<file path="src/rtl/demux_pkg.sv">
// rtl/demux_pkg.sv - shared route codes, statistics sizing and saturating-increment helper
package demux_pkg;

    localparam logic DEMUX_SEL_A = 1'b0;
    localparam logic DEMUX_SEL_B = 1'b1;

    localparam int                STAT_W   = 8;
    localparam logic [STAT_W-1:0] STAT_MAX = 8'hFF;

    // Counters hold at STAT_MAX instead of rolling over.
    function automatic logic [STAT_W-1:0] sat_inc(input logic [STAT_W-1:0] value);
        if (value == STAT_MAX) begin
            return value;
        end
        return value + {{(STAT_W-1){1'b0}}, 1'b1};
    endfunction

endpackage

</file>
<file path="src/rtl/demux_fifo.sv">
// rtl/demux_fifo.sv - synchronous FIFO with push/pop/full/empty/head, wrap-bit pointers
module demux_fifo #(
    parameter int WIDTH = 4,
    parameter int DEPTH = 2
) (
    input  logic             clk,
    input  logic             rst_n,
    input  logic             push,
    input  logic [WIDTH-1:0] push_data,
    input  logic             pop,
    output logic             full,
    output logic             empty,
    output logic [WIDTH-1:0] head
);

    localparam int AW = (DEPTH > 1) ? $clog2(DEPTH) : 1;

    logic [AW:0]      wr_ptr_q, wr_ptr_d;
    logic [AW:0]      rd_ptr_q, rd_ptr_d;
    logic [WIDTH-1:0] mem_q [DEPTH];
    logic [WIDTH-1:0] mem_d [DEPTH];
    logic             do_push;
    logic             do_pop;

    // Same index with differing wrap bits means the writer has lapped the reader.
    assign empty = (wr_ptr_q == rd_ptr_q);
    assign full  = (wr_ptr_q[AW] != rd_ptr_q[AW]) &&
                   (wr_ptr_q[AW-1:0] == rd_ptr_q[AW-1:0]);
    assign head  = mem_q[rd_ptr_q[AW-1:0]];

    // Full refuses a push even when a pop frees a slot this cycle.
    assign do_push = push && !full;
    assign do_pop  = pop && !empty;

    always_comb begin
        mem_d    = mem_q;
        wr_ptr_d = wr_ptr_q;
        rd_ptr_d = rd_ptr_q;
        if (do_push) begin
            mem_d[wr_ptr_q[AW-1:0]] = push_data;
            wr_ptr_d                = wr_ptr_q + {{AW{1'b0}}, 1'b1};
        end
        if (do_pop) begin
            rd_ptr_d = rd_ptr_q + {{AW{1'b0}}, 1'b1};
        end
    end

    always_ff @(posedge clk or negedge rst_n) begin
        if (!rst_n) begin
            wr_ptr_q <= '0;
            rd_ptr_q <= '0;
            for (int i = 0; i < DEPTH; i++) begin
                mem_q[i] <= '0;
            end
        end else begin
            wr_ptr_q <= wr_ptr_d;
            rd_ptr_q <= rd_ptr_d;
            mem_q    <= mem_d;
        end
    end

endmodule

</file>
<file path="src/rtl/demux_one_two_buf.sv">
// rtl/demux_one_two_buf.sv - 1:2 stream steering into per-output FIFOs
// Optional pop counters enabled by defining DEMUX_STATS_EN.
module demux_one_two_buf
    import demux_pkg::*;
#(
    parameter int WIDTH = 4,
    parameter int DEPTH = 2
) (
    input  logic              clk,
    input  logic              rst_n,
    input  logic              in_valid,
    input  logic              in_sel,
    input  logic [WIDTH-1:0]  in_data,
    output logic              in_ready,
    output logic              a_valid,
    output logic [WIDTH-1:0]  a_data,
    input  logic              a_ready,
    output logic              b_valid,
    output logic [WIDTH-1:0]  b_data,
    input  logic              b_ready,
    output logic [STAT_W-1:0] a_count,
    output logic [STAT_W-1:0] b_count
);

    logic a_full, a_empty, b_full, b_empty;
    logic a_push, b_push;
    logic accept;

    // Ready looks only at the addressed FIFO so a stalled consumer never blocks the other lane.
    assign in_ready = (in_sel == DEMUX_SEL_B) ? !b_full : !a_full;
    assign accept   = in_valid && in_ready;
    assign a_push   = accept && (in_sel == DEMUX_SEL_A);
    assign b_push   = accept && (in_sel == DEMUX_SEL_B);

    assign a_valid = !a_empty;
    assign b_valid = !b_empty;

    demux_fifo #(
        .WIDTH (WIDTH),
        .DEPTH (DEPTH)
    ) u_fifo_a (
        .clk       (clk),
        .rst_n     (rst_n),
        .push      (a_push),
        .push_data (in_data),
        .pop       (a_ready),
        .full      (a_full),
        .empty     (a_empty),
        .head      (a_data)
    );

    demux_fifo #(
        .WIDTH (WIDTH),
        .DEPTH (DEPTH)
    ) u_fifo_b (
        .clk       (clk),
        .rst_n     (rst_n),
        .push      (b_push),
        .push_data (in_data),
        .pop       (b_ready),
        .full      (b_full),
        .empty     (b_empty),
        .head      (b_data)
    );

`ifdef DEMUX_STATS_EN
    logic [STAT_W-1:0] a_count_q, a_count_d;
    logic [STAT_W-1:0] b_count_q, b_count_d;

    always_comb begin
        a_count_d = a_count_q;
        b_count_d = b_count_q;
        if (a_valid && a_ready) begin
            a_count_d = sat_inc(a_count_q);
        end
        if (b_valid && b_ready) begin
            b_count_d = sat_inc(b_count_q);
        end
    end

    always_ff @(posedge clk or negedge rst_n) begin
        if (!rst_n) begin
            a_count_q <= '0;
            b_count_q <= '0;
        end else begin
            a_count_q <= a_count_d;
            b_count_q <= b_count_d;
        end
    end

    assign a_count = a_count_q;
    assign b_count = b_count_q;
`else
    assign a_count = '0;
    assign b_count = '0;
`endif

endmodule

</file>
<file path="config.mk">
export PLATFORM = sky130hd
export DESIGN_NAME = demux_one_two_buf
export DESIGN_NICKNAME = d
export VERILOG_FILES = /design/src/rtl/demux_pkg.sv /design/src/rtl/demux_fifo.sv /design/src/rtl/demux_one_two_buf.sv
export SDC_FILE = /design/constraint.sdc
export NUM_CORES = 1
export LEC_CHECK = 0
export CORE_AREA = 3 3 55 69
export CTS_CLUSTER_SIZE = 25
export DETAILED_ROUTE_END_ITERATION = 7
export DIE_AREA = 0 0 58 72
export GPL_TIMING_DRIVEN = 0
export MAX_ROUTING_LAYER = met4
export PLACE_DENSITY = 0.74
export SLEW_MARGIN = 5
export SYNTH_ARGS = -nofsm -noshare
export SYNTH_HDL_FRONTEND = slang
export SYNTH_SLANG_ARGS = --single-unit
</file>
<file path="constraint.sdc">
create_clock -name clk -period 1.3 [get_ports clk]
set_input_delay 0.39 -clock clk [delete_from_list [all_inputs] [get_ports clk]]
set_output_delay 0.39 -clock clk [all_outputs]
set_load 0.02 [all_outputs]
</file>
==> flow_metrics.py <==
metrics = {
    "logic_synthesis": {
        "ys_async_sr_fraction": 1.00,
        "synth.top_cell.area_share": 0.452,
        "top_cell_type_by_total_area_after_synthesis": "sky130_fd_sc_hd__dfrtp_1",
        "post-synth-top-count-cell": "sky130_fd_sc_hd__mux2_2",
        "post_synth_num_cell_types": 25,
        "combined_area_of_all_synthesized_cells_um2": 1330,
        "yosys_register_bits": 24,
        "yosys_warnings": 0,
        "synth_top_cells_by_count": "sky130_fd_sc_hd__mux2_2 (26), sky130_fd_sc_hd__dfrtp_1 (24), sky130_fd_sc_hd__buf_4 (16)",
        "synth_ff_type": "sky130_fd_sc_hd__dfrtp_1",
        "synthCells": 115,
        "number_of_synthesized_flops_with_an_enable_pin": 0,
        "yosysSeqAreaShare": 0.452,
        "syn-mean-instance-area_um2": 11.5,
        "synth_top_cells_by_area": "sky130_fd_sc_hd__dfrtp_1 (45%), sky130_fd_sc_hd__mux2_2 (22%), sky130_fd_sc_hd__buf_4 (9.0%), sky130_fd_sc_hd__mux2i_1 (3.0%), sky130_fd_sc_hd__nand2_1 (2.3%)",
    },
    "worst_setup_path": {
        "critical_path_required_ns": 0.91,
        "critical_path.startpoint_type": "flip-flop",
        "ff2ff_path_depth": 4,
        "critical-path-slowest-cell": "sky130_fd_sc_hd__dfrtp_1",
        "cp_bufs_invs": 2,
        "arrival_ns": 1.29,
        "crit_chain": "buf_6 > xor2_2 > nor3_2 > a31oi_2 > buf_4",
        "crit_path_end_kind": "output port",
        "cp_slowest_stage_delay_ns": 0.39,
        "critPathTopFamily": "flip-flops",
        "critPathMaxFanout": 6,
        "critical_path_cell_count": 5,
        "category_of_the_critical_setup_timing_path": "reg2out",
    },
    "sta": {
        "maxSlewViolCount": 0,
        "setup_viol_count_final": 30,
        "tightest_slew_ns": 0.603,
        "clock.fmax_mhz": 594,
        "setup_repair_after_global_routing_missed_its_margin": "yes",
        "final.hold.worst_slack_ns": 0.120,
        "final-hold-violation-count": 0,
        "slew_headroom": 0.598,
        "final.period_utilization": 1.29,
        "fin_ws_ns": -0.382,
        "post-route-min-period_ns": 1.68,
        "skew_ns": 0.00108,
    },
    "routing": {
        "vias": 976,
        "routed_wirelength_um": 2920,
        "final_antenna_net_count": 0,
        "viasPerCell": 4.78,
        "detail_route.wl_per_cell_um": 14.3,
        "drt_first_iter_violations": 12,
        "firstDrtPassIters": 4,
        "post-route-drc-count": 0,
    },
    "pwr": {
        "pwr_density_cell_nw_per_um2": 2840,
        "static_leakage_nw": 0.952,
        "max-vdd-ir-drop_mv": 1.56,
        "total_power_mw": 5.74,
    },
    "clock_network": {
        "worst_skew_pair.late_latency_ns": 0.26,
        "cts_tree": "yes",
        "buffers_from_clock_root_to_sink_at_most": 2,
        "tritoncts_num_sinks": 24,
        "htree_num_levels": 1,
        "root_buffer": "sky130_fd_sc_hd__clkbuf_8",
        "cts.clk_slew.worst_paths_ns": 0.08,
        "cts_made_buffers": 3,
        "cts.hold.buffers_added": 0,
    },
    "finish": {
        "antenna_diode_count": 0,
        "final_cells": 204,
        "layout.nets": 179,
        "areaGrowthSynthToFinish_pct": 52.5,
        "drive_gt1_frac": 0.593,
    },
    "global_route": {
        "grt_start_max_net_pins": 25,
        "grt_max_usage_layer": "met2",
        "grt_util_met3": 0.0320,
        "first_global_vias": 1005,
        "grt_util_met1": 0.179,
        "gr-usage-all-layers": 0.159,
        "grt_util_met2": 0.273,
        "global_route_wire_length_before_repair_um": 4900,
        "total_congestion_overflow": 0,
        "antenna_found_initial": 0,
    },
    "place": {
        "io_buffer_count": 20,
        "place.gp.congestion": 0.744,
        "hpwl_um": 2020,
        "place.detailed.instances": 187,
        "detailedPlace.worstSlack_ns": -1.01,
    },
    "floorplan": {
        "fp.dieH_um": 72,
        "design.core.area_um2": 3220,
        "placement_rows": 23,
        "initial_utilization": 0.412,
        "boundaryPins": 37,
        "die_w_um": 58,
        "dieArea_um2": 4180,
    },
    "hold_path": {
        "holdCritPathClass": "in2async",
    },
    "job": {
        "maxCapViolations": 0,
    },
    "run_status": {
        "violations": "setup timing",
        "status": "finished, violations left",
    },
}
[layer usage]
metal	wire, um	share of wire
met5	0	0
met4	40	0.014
met3	187	0.064
met2	1570	0.54
met1	1120	0.38
[registers in the layout, summed over array words and instances (netlist names)]
signal / count
u_fifo_a.rd_ptr_q: 2
u_fifo_a.mem_q: 8
u_fifo_b.rd_ptr_q: 2
u_fifo_a.wr_ptr_q: 2
u_fifo_b.mem_q: 8
u_fifo_b.wr_ptr_q: 2
[placed cells by master, fill, tap and decap left out, types with 2 or more instances in the layout]
| cell | netlist | routed |
|---|---|---|
| sky130_fd_sc_hd__conb_1 | 1 | 16 |
| sky130_fd_sc_hd__mux2i_1 | 4 | 3 |
| sky130_fd_sc_hd__o21ai_1 | 0 | 2 |
| sky130_fd_sc_hd__clkbuf_8 | 0 | 3 |
| sky130_fd_sc_hd__mux2_2 | 26 | 9 |
| sky130_fd_sc_hd__nand2b_1 | 2 | 2 |
| sky130_fd_sc_hd__inv_1 | 3 | 3 |
| sky130_fd_sc_hd__o21ai_0 | 5 | 3 |
| sky130_fd_sc_hd__buf_4 | 16 | 27 |
| sky130_fd_sc_hd__dfrtp_1 | 24 | 18 |
| sky130_fd_sc_hd__nand2_1 | 8 | 7 |
| sky130_fd_sc_hd__xor2_4 | 0 | 2 |
| sky130_fd_sc_hd__clkdlybuf4s50_1 | 0 | 6 |
| sky130_fd_sc_hd__xnor2_4 | 0 | 2 |
| sky130_fd_sc_hd__a21oi_4 | 0 | 2 |
| sky130_fd_sc_hd__buf_2 | 2 | 2 |
| sky130_fd_sc_hd__nor3_1 | 3 | 2 |
| sky130_fd_sc_hd__buf_6 | 0 | 16 |
| sky130_fd_sc_hd__mux2_4 | 0 | 17 |
| sky130_fd_sc_hd__clkbuf_2 | 1 | 2 |
| sky130_fd_sc_hd__dfrtp_2 | 0 | 6 |
[where the power goes]
part	leakage [nW]	switching (mW)	internal [mW]	total (mW)
combinational	0.650	1.61	2.19	3.79
sequential	0.280	0.371	1.15	1.52
clock	0.0216	0.225	0.207	0.432
[logic make-up after synthesis]
kind of cell           count (synthesis)  share of synthesized area
AO/OA/AOI/OAI                         13                     0.0745
XOR/XNOR                               6                     0.0396
buffers and inverters                 22                      0.110
flip-flops                            24                      0.452
multiplexers                          30                      0.251
other                                  1                    0.00282
AND/OR/NAND/NOR                       19                     0.0697
[timing repair]
item	CTS	global route
gates resized for setup	97	18
setup endpoints to repair	53	37
pin swaps	9	2
buffers inserted	13	3
hold endpoints to repair	0	0
[final cells by class]
type | count | area, um2
inverter | 3 | 11.3
sequential | 24 | 608
clock buffer | 3 | 41.3
tap | 37 | 46.3
buffer | 18 | 143
fill | 274 | 1200
multi-input combinational | 84 | 855
timing repair buffer | 35 | 320
[final timing paths]
path	slack [ns]	end	start
max	-0.38	in_ready	u_fifo_a.rd_ptr_q[0]$_DFFE_PN0P_
min in group clk	0.50	u_fifo_a.wr_ptr_q[0]$_DFFE_PN0P_	in_valid
min	0.12	u_fifo_b.mem_q[0]$_DFFE_PN0P_	rst_n
max in group asynchronous	0.75	u_fifo_a.wr_ptr_q[1]$_DFFE_PN0P_	rst_n
max reg2reg	-0.24	u_fifo_b.mem_q[4]$_DFFE_PN0P_	u_fifo_b.rd_ptr_q[1]$_DFFE_PN0P_
min reg2reg	0.51	u_fifo_a.mem_q[5]$_DFFE_PN0P_	u_fifo_a.mem_q[5]$_DFFE_PN0P_
[metrics by stage]
stage	utilization	cell area, um2	TNS, ns
finish	0.628	2020	-6.75
global route	0.628	2020	-8.29
CTS	0.615	1980	-6.50
detailed placement	0.525	1690	-27.57
global placement	0.525	1690	-24.88
floorplan	-	1450	-0.450
Power figures use the tool's default switching activity.
